`config.mk`:
```
export PLATFORM = sky130hd
export DESIGN_NAME = watch_time_reporter
export DESIGN_NICKNAME = d
export VERILOG_FILES = /design/src/rtl/watch_time_reporter.sv
export SDC_FILE = /design/constraint.sdc
export NUM_CORES = 1
export LEC_CHECK = 0
export CELL_PAD_IN_SITES_DETAIL_PLACEMENT = 1
export CELL_PAD_IN_SITES_GLOBAL_PLACEMENT = 2
export CORE_UTILIZATION = 36
export CTS_CLUSTER_SIZE = 20
export DETAILED_ROUTE_END_ITERATION = 10
export GPL_TIMING_DRIVEN = 0
export PLACE_DENSITY_LB_ADDON = 0.1
export SYNTH_ARGS = -nofsm -noshare
export SYNTH_HDL_FRONTEND = slang
export SYNTH_SLANG_ARGS = --single-unit
```
`constraint.sdc`:
```
create_clock -name clk -period 5.31 [get_ports clk]
set_input_delay 0.531 -clock clk [delete_from_list [all_inputs] [get_ports clk]]
set_output_delay 0.531 -clock clk [all_outputs]
set_load 0.01 [all_outputs]
```
`src/rtl/watch_time_reporter.sv`:
```
// Watch time reporter: snapshots hour/min/sec/centisec on request and streams
// the ASCII line "HH:MM:SS.CC" (optionally followed by CR LF) over a byte-wide
// valid/ready interface towards the UART transmitter.
//
// state | meaning
// ------+------------------------------------------------------------
// IDLE  | waiting for i_req; time snapshot is captured on acceptance
// CONV  | one cycle: snapshot converted to decimal digits, index cleared
// SEND  | presenting byte[index]; advances on each valid&ready transfer
module watch_time_reporter #(
    parameter bit         SEND_CRLF = 1'b1,
    parameter logic [7:0] TIME_SEP  = 8'h3A,
    parameter logic [7:0] FRAC_SEP  = 8'h2E
) (
    input  logic       clk,
    input  logic       rst,
    input  logic       i_req,
    input  logic [4:0] i_hour,
    input  logic [5:0] i_min,
    input  logic [5:0] i_sec,
    input  logic [6:0] i_msec,
    output logic [7:0] o_tx_data,
    output logic       o_tx_valid,
    input  logic       i_tx_ready,
    output logic       o_busy,
    output logic       o_done
);

    localparam int IDX_W = $clog2(13);
    localparam logic [IDX_W-1:0] LAST_IDX = IDX_W'(SEND_CRLF ? 12 : 10);

    typedef enum logic [1:0] {
        IDLE = 2'd0,
        CONV = 2'd1,
        SEND = 2'd2
    } state_t;

    state_t state, state_next;

    logic [4:0]       snap_hour;
    logic [5:0]       snap_min;
    logic [5:0]       snap_sec;
    logic [6:0]       snap_msec;
    // digit order: [7]=H10 [6]=H1 [5]=M10 [4]=M1 [3]=S10 [2]=S1 [1]=C10 [0]=C1
    logic [7:0][3:0]  dig;
    logic [IDX_W-1:0] idx;
    logic             transfer;
    logic             last_byte;

    // Two decimal digits of a field; anything above 99 reports as 99.
    function automatic logic [7:0] to_digits(input logic [6:0] v);
        logic [6:0] s;
        s = (v > 7'd99) ? 7'd99 : v;
        return {4'(s / 7'd10), 4'(s % 7'd10)};
    endfunction

    assign transfer   = (state == SEND) && i_tx_ready;
    assign last_byte  = (idx == LAST_IDX);
    assign o_tx_valid = (state == SEND);
    assign o_busy     = (state != IDLE);

    // State register.
    always_ff @(posedge clk) begin
        if (rst) state <= IDLE;
        else     state <= state_next;
    end

    // Next-state logic; requests outside IDLE are dropped, not queued.
    always_comb begin
        state_next = state;
        case (state)
            IDLE:    if (i_req) state_next = CONV;
            CONV:    state_next = SEND;
            SEND:    if (transfer && last_byte) state_next = IDLE;
            default: state_next = IDLE;
        endcase
    end

    // Snapshot capture, digit conversion, byte index and done pulse.
    always_ff @(posedge clk) begin
        if (rst) begin
            snap_hour <= '0;
            snap_min  <= '0;
            snap_sec  <= '0;
            snap_msec <= '0;
            dig       <= '0;
            idx       <= '0;
            o_done    <= 1'b0;
        end else begin
            o_done <= transfer && last_byte;
            if (state == IDLE && i_req) begin
                snap_hour <= i_hour;
                snap_min  <= i_min;
                snap_sec  <= i_sec;
                snap_msec <= i_msec;
            end
            if (state == CONV) begin
                dig <= {to_digits({2'b00, snap_hour}), to_digits({1'b0, snap_min}),
                        to_digits({1'b0, snap_sec}),   to_digits(snap_msec)};
                idx <= '0;
            end
            // index parks on the last byte; CONV clears it for the next frame
            if (transfer && !last_byte) idx <= idx + 1'b1;
        end
    end

    // Byte selection for the current index; zero whenever nothing is offered.
    always_comb begin
        o_tx_data = 8'h00;
        if (state == SEND) begin
            case (idx)
                4'd0:    o_tx_data = 8'h30 + {4'h0, dig[7]};
                4'd1:    o_tx_data = 8'h30 + {4'h0, dig[6]};
                4'd2:    o_tx_data = TIME_SEP;
                4'd3:    o_tx_data = 8'h30 + {4'h0, dig[5]};
                4'd4:    o_tx_data = 8'h30 + {4'h0, dig[4]};
                4'd5:    o_tx_data = TIME_SEP;
                4'd6:    o_tx_data = 8'h30 + {4'h0, dig[3]};
                4'd7:    o_tx_data = 8'h30 + {4'h0, dig[2]};
                4'd8:    o_tx_data = FRAC_SEP;
                4'd9:    o_tx_data = 8'h30 + {4'h0, dig[1]};
                4'd10:   o_tx_data = 8'h30 + {4'h0, dig[0]};
                4'd11:   if (SEND_CRLF) o_tx_data = 8'h0D;
                4'd12:   if (SEND_CRLF) o_tx_data = 8'h0A;
                default: o_tx_data = 8'h00;
            endcase
        end
    end

endmodule

```
==> flow_summary_export.csv, run 1 <==
group,metric,value,unit
outcome,outcome,"finished, final reports clean",
floorplanning,die-area,10600,sq um
sta,setup_viol,0,
sta,worst-slew-pin-transition,0.874,ns
cells_and_area,final_cell_area,4390,sq um
critical_path,worstPathCellList,"buf_2 > nand2_1 > and2_1 > ha_1 > buf_2 > nand4b_1 > o21ai_2 > ha_1 > and2_2 > or4_1 > o311a_4 > and3_1 > nor2_1 > inv_1 > ha_1 > nor4_1 > o21ai_0 > o41ai_1 > o31a_1",
flow_run,maxCapViolations,0,
power,vdd_drop_max,0.138,mV
floorplanning,num_rows,36,
logic_synthesis,yosysSeqAreaShare,32.1,%
sta,finClkSkew,0.0118,ns
critical_path,cp_data_required_time,5.60,ns
grt,antenna_found_initial,0,
sta,setup_tns,0,ns
cells_and_area,final_cells,670,
logic_synthesis,async_reset_ff_share,0,%
placement,place.detailed.hpwl,8340,um
sta,drv_slew,0,
placement,port_buffers,35,
placement,placed_cell_area,4200,sq um
power,total_power,1.18,mW
worst_hold_path,worstHoldStart,"dig[17]",
cells_and_area,antenna_cells,0,
critical_path,cp_top_family,"simple AND/OR/NAND/NOR gates",
sta,fin_ws,1.15,ns
clocking,cts_tree,"done",
drt,viasPerCell,5.39,
sta,max_slew_margin,41.3,%
sta,clock.fmax,0.240,GHz
clocking,cts_resized,0,
cells_and_area,fin_util,44.5,%
worst_hold_path,hold_path.class,"flop to flop",
clocking,numCtsBuffers,9,
sta,whs,0.459,ns
placement,place_congestion,0.838,
cells_and_area,ff_latch_area,1180,sq um
sta,rsz0062_at_grt,"no",
logic_synthesis,synth_edf_count,0,
clocking,root_buffer,"clkbuf_8",
worst_hold_path,hold_depth,2,
placement,dp_cells,656,
grt,grt_usage,22.9,%
critical_path,startpoint,"snap_msec[6]",
critical_path,reg2regPathDepth,19,
logic_synthesis,yosysWarnings,0,
grt,grt_pass1_vias,3656,
cells_and_area,area_delta_synth_final,19.1,%
grt,grt_max_degree,11,
logic_synthesis,ys_types,70,
critical_path,startpoint_type,"flop",
critical_path,critPathMaxStageDelay,0.45,ns
logic_synthesis,ys.flop_type,"dfxtp_1",
critical_path,critical_path.most_common_cell,"ha_1",
critical_path,path_buf_inv,3,
cells_and_area,drive_gt1_share,8.19,%
floorplanning,io_pins,39,
floorplanning,start_util,37.3,%
clocking,htree_levels,3,
drt,drcViolationCount,0,
drt,vias,3611,
clocking,cts_hold_buf,0,
cells_and_area,nets,574,
clocking,cts_sinks,59,
sta,hold_violations,0,
drt,drt_iter0_markers,112,
critical_path,r2r_slack,1.15,ns
power,p_per_area,268,nW/um^2
clocking,clk_pin_slew,0.07,ns
clocking,insertion_delay,0.35,ns
drt,dr.pass1.iters,4,
drt,avgRoutedWirePerCell,16.5,um
sta,finalCritPeriodShare,78.4,%
critical_path,crit_type,"flop to flop",
drt,totalWireLength,11000,um
logic_synthesis,synth.avg_cell_area,7.56,sq um
floorplanning,die_width,103,um
critical_path,rr_startpoint,"snap_msec[6]",
logic_synthesis,ys_ff_latch,59,
power,power.leakage,1.56,nW
logic_synthesis,netlist_area,3680,sq um
critical_path,r2r_end,"dig[1]",
placement,place_ws,1.22,ns
cells_and_area,multi_input_area,2230,sq um
floorplanning,die_y,103,um
critical_path,cp_slowest_cell,"dfxtp_1",
critical_path,worstSetupEndpointType,"flop",
logic_synthesis,synthCells,487,
worst_hold_path,hold_path_end,"dig[17]",
clocking,clk_path_buf_depth,2,
drt,drtAntennaViolNets,0,
grt,grt_overflow,0,
floorplanning,coreArea,9860,sq um
critical_path,critPathArrivalTime,4.45,ns
grt,grt_pass1_wl,18500,um
sta,layout_min_cycle_time,4.16,ns
critical_path,crit_fanout,10,
cells_and_area,fill_cells,1245,
clocking,post-cts-setup-buffers,0,
-- placed cells by master, fill, tap and decap left out, types with 3 or more instances in the layout --
cell	Yosys	routed
o22ai_1	5	5
and3_1	3	3
nor2_1	45	45
a32oi_1	4	4
o21ai_0	16	16
o221ai_1	3	3
nand3_1	7	7
ha_1	12	12
a311oi_1	3	3
nand2_1	93	93
dfxtp_1	59	59
mux2i_1	5	5
o21a_1	9	9
nand4_1	3	3
clkbuf_8	5	15
clkbuf_1	26	27
inv_1	15	15
a21oi_1	49	49
clkdlybuf4s50_1	0	35
a21o_1	3	3
nor4_1	3	3
o31ai_1	3	3
a22oi_1	3	3
nor3_1	11	11
nand2b_1	8	8
a221oi_1	4	4
mux2_2	5	5
and2_1	4	4
buf_2	3	3
xnor2_1	6	6
or3_1	4	4
a211oi_1	14	14
a222oi_1	3	3
buf_4	3	3
nor2b_1	7	7
-- state kept, by name (all words and copies together) (netlist names) --
name and cells:
dig 28, snap_msec 7, snap_min 6, snap_sec 6
snap_hour 5, idx 4, state 2, o_done 1
-- power breakdown --
part | switching, mW | leakage [nW] | internal [mW]
sequential | 0.0257 | 0.482 | 0.470
clock | 0.179 | 0.0950 | 0.223
combinational | 0.155 | 0.980 | 0.122
-- routing by layer --
metal	part of all wire [%]	wire length, um	global-route usage, %
met3	2.7	297	4.41
met4	1.0	113	5.42
met2	50	5520	39.5
met5	0	0	0
met1	46	5100	29.6
-- worst min-delay path: stages, from the launching register on --
cell and delay (ns):
dfxtp_1 0.31, nand2_1 0.05, a21oi_1 0.05
-- synth_stat cells (2+ instances only) --
cell type   n  area share [%]
or3_1       4            0.68
clkbuf_1   26             2.6
o2bb2ai_1   2            0.48
buf_2       3            0.41
ha_1       12             4.1
a21oi_1    49             6.7
o21a_1      9             1.8
nand4_1     3            0.51
nand2_1    93             9.5
nand2b_1    8             1.4
o221ai_1    3            0.71
mux2i_1     5             1.4
a32oi_1     4            0.95
o22ai_1     5            0.85
o21ai_0    16             2.2
o21bai_1    2            0.41
a311oi_1    3            0.71
a22oi_1     3            0.61
nor2_1     45             4.6
xnor2_1     6             1.4
and3_1      3            0.51
clkbuf_8    5             1.9
nand4b_1    2            0.48
a222oi_1    3            0.82
and2_1      4            0.68
nor3_1     11             1.5
buf_4       3            0.61
dfxtp_1    59              32
nor4_1      3            0.51
a211oi_1   14             2.9
nand3_1     7            0.95
a21o_1      3            0.61
and2_2      2            0.41
inv_1      15             1.5
nor2b_1     7             1.2
o31ai_1     3            0.61
a221oi_1    4            0.95
mux2_2      5             1.5
o211ai_1    2            0.41
-- final cells by class --
cell class                      instances  area share [%]
Sequential cell                        59            26.9
Clock inverter                          3           0.913
Tap cell                              133            3.79
Clock buffer                           11            3.22
Multi-Input combinational cell        375            50.9
Timing Repair Buffer                   35            7.99
Buffer                                 37            4.65
Inverter                               17            1.57
-- cell families (layout without fill, tap and decap cells) --
group	Yosys count	count (layout)	share of synthesized area, %
adder cells (fa/ha/maj)	12	12	4.08
buffers and inverters	54	103	7.40
flip-flops	59	59	32.1
multiplexers	11	11	3.19
AO/OA/AOI/OAI	142	142	26.5
XOR/XNOR	7	7	1.66
other	1	2	0.102
AND/OR/NAND/NOR	201	201	25.0
-- worst max path at each step --
stage | to | slack (ns) | cells past startpoint
finish | dig[1] | 1.15 | 19
global route | dig[1] | 0.79 | 19
CTS | dig[1] | 1.20 | 19
global placement | dig[1] | 1.27 | 19
floorplan | dig[3] | 1.67 | 17
detailed placement | dig[1] | 1.22 | 19
Note: power is estimated with default switching activity, not from simulation.
==> run 2: changes to the inputs <==
--- a/config.mk
+++ b/config.mk
@@ -7,7 +7,7 @@
 export LEC_CHECK = 0
 export CELL_PAD_IN_SITES_DETAIL_PLACEMENT = 1
 export CELL_PAD_IN_SITES_GLOBAL_PLACEMENT = 2
-export CORE_UTILIZATION = 36
+export CORE_UTILIZATION = 30
 export CTS_CLUSTER_SIZE = 20
 export DETAILED_ROUTE_END_ITERATION = 10
 export GPL_TIMING_DRIVEN = 0
==> constraint.sdc (replaced) <==
create_clock -name clk -period 3.8 [get_ports clk]
set_input_delay 0.38 -clock clk [delete_from_list [all_inputs] [get_ports clk]]
set_output_delay 0.38 -clock clk [all_outputs]
set_load 0.01 [all_outputs]
==> flow_summary_export.csv, run 2 (synthesis gave the netlist of run 1 again) <==
group,metric,value,unit
cells_and_area,top_regs,"dig: 28 flops, snap_msec: 7 flops",
critical_path,worst-path-stages,15,
critical_path,crit_fanout,10,
grt,grt_pass1_vias,3694,
grt,grt_usage,19.3,%
drt,totalWireLength,11600,um
clocking,clk_path_buf_depth,2,
clocking,root_buffer,"clkbuf_16",
worst_hold_path,hold_depth,3,
power,power.leakage,1.64,nW
floorplanning,io_pins,39,
cells_and_area,largest_register_ffs,28,
sta,layout_min_cycle_time,3.59,ns
cells_and_area,top_register,"dig",
sta,finalCritPeriodShare,94.4,%
cells_and_area,most-common-layout-cells,"nand2_1, dfxtp_1, a21oi_1",
grt,antenna_found_initial,0,
sta,worst-slew-pin-transition,0.709,ns
cells_and_area,area_delta_synth_final,25.6,%
sta,drv_slew,0,
sta,clock.fmax,0.279,GHz
drt,dr.pass1.iters,4,
drt,viasPerCell,5.28,
floorplanning,die-area,12700,sq um
placement,dp_cells,670,
cells_and_area,nets,580,
grt,grt_max_degree,13,
critical_path,critPathArrivalTime,3.84,ns
sta,hold_violations,0,
critical_path,startpoint_type,"flop",
worst_hold_path,hold_path.class,"primary input to flop",
sta,max_slew_margin,52.7,%
drt,drt_iter0_markers,163,
sta,rsz0062_at_grt,"no",
power,vdd_drop_max,0.245,mV
clocking,clk_pin_slew,0.05,ns
cells_and_area,layout_commonest_cell,"nand2_1",
critical_path,reg2regPathDepth,15,
placement,place.detailed.hpwl,8730,um
placement,port_buffers,35,
floorplanning,num_rows,40,
clocking,numCtsBuffers,9,
power,p_per_area,416,nW/um^2
flow_run,maxCapViolations,0,
placement,place_congestion,0.791,
floorplanning,die_y,113,um
cells_and_area,final_cells,692,
drt,drtAntennaViolNets,0,
clocking,cts_sinks,59,
drt,drcViolationCount,0,
sta,setup_viol,0,
outcome,outcome,"finished, final reports clean",
floorplanning,die_width,113,um
critical_path,worstPathCellList,"buf_8 > nand2_2 > and2_1 > ha_1 > buf_2 > nand4b_1 > o21ai_2 > ha_4 > and2_2 > or4_1 > o311a_4 > a211o_1 > or2_4 > or3_1 > a311oi_2",
cells_and_area,final_cell_area,4630,sq um
drt,avgRoutedWirePerCell,16.7,um
critical_path,crit_type,"flop to flop",
cells_and_area,antenna_cells,0,
grt,grt_overflow,0,
sta,finClkSkew,0.00663,ns
critical_path,path_buf_inv,2,
placement,placed_cell_area,4220,sq um
clocking,cts_tree,"done",
critical_path,cp_data_required_time,4.05,ns
critical_path,cp_top_family,"simple AND/OR/NAND/NOR gates",
cells_and_area,drive_gt1_share,11.4,%
floorplanning,coreArea,12000,sq um
critical_path,worstSetupEndpointType,"flop",
clocking,insertion_delay,0.33,ns
critical_path,critPathMaxStageDelay,0.42,ns
drt,vias,3657,
critical_path,cp_slowest_cell,"or4_1",
clocking,htree_levels,3,
floorplanning,start_util,30.7,%
grt,grt_pass1_wl,19000,um
==> run 2: cell count changes in the layout (fill, tap and decap cells not counted), sizes merged <==
| cell | before | now |
|---|---|---|
| buf | 6 | 11 |
| clkinvlp | 0 | 2 |
| inv | 17 | 19 |
| clkbuf | 42 | 41 |
==> run 2: power breakdown <==
| group | switching (mW) | total [mW] | leakage [nW] | internal (mW) |
|---|---|---|---|---|
| clock | 0.313 | 0.824 | 0.142 | 0.511 |
| sequential | 0.0366 | 0.693 | 0.483 | 0.657 |
| combinational | 0.224 | 0.408 | 1.01 | 0.184 |
| total | 0.574 | 1.93 | 1.64 | 1.35 |
==> run 2: timing repair <==
action,4_1_cts,5_1_grt
hold buffers,0,0
endpoints found under the setup margin,4,6
gates resized for setup,5,11
pin swaps,1,2
setup buffers,0,6
==> run 2: final timing paths <==
path              slack (ns)         start      end
setup / recovery        0.21  snap_msec[6]   dig[3]
hold / removal          0.37           rst   dig[2]
setup reg to reg        0.21  snap_msec[6]   dig[3]
hold reg to reg         0.46       dig[25]  dig[25]
==> run 2: worst reg2reg max path, delay by kind of cell (launching register included) <==
family          cells  cell delay [ns]
simple gates        7             1.65
fa+ha+maj           2             0.36
compound gates      4             0.84
buf+inv             2             0.29
flops               1             0.36
==> run 2: per-stage QoR <==
step                utilization, %  power (mW)  TNS (ns)  setup WS [ns]  hold WS, ns
floorplan                        -       0.971         0          0.162        0.431
global placement              35.1        1.09    -0.840         -0.314        0.443
detailed placement            35.1        1.10    -0.897         -0.306        0.449
CTS                           37.8        1.94         0        0.00901        0.358
global route                  38.5        2.03         0         0.0204        0.381
finish                        38.5        1.93         0          0.211        0.368
==> run 2: final cells by class <==
type / instances / area [sq um]
fill: 1493 / 7390
multi-input combinational: 375 / 2270
sequential: 59 / 1180
timing repair buffer: 41 / 395
clock buffer: 9 / 225
buffer: 37 / 220
tap: 147 / 184
clock inverter: 7 / 76.3
inverter: 17 / 68.8
==> run 2: routing by layer <==
metal	vias to the layer above	track usage, %	wire length (um)
met5	-	0	0
met4	0	5.78	141
met3	11	3.91	275
met2	49	33.8	5820
met1	1763	23.9	5320
li1	1834	-	-
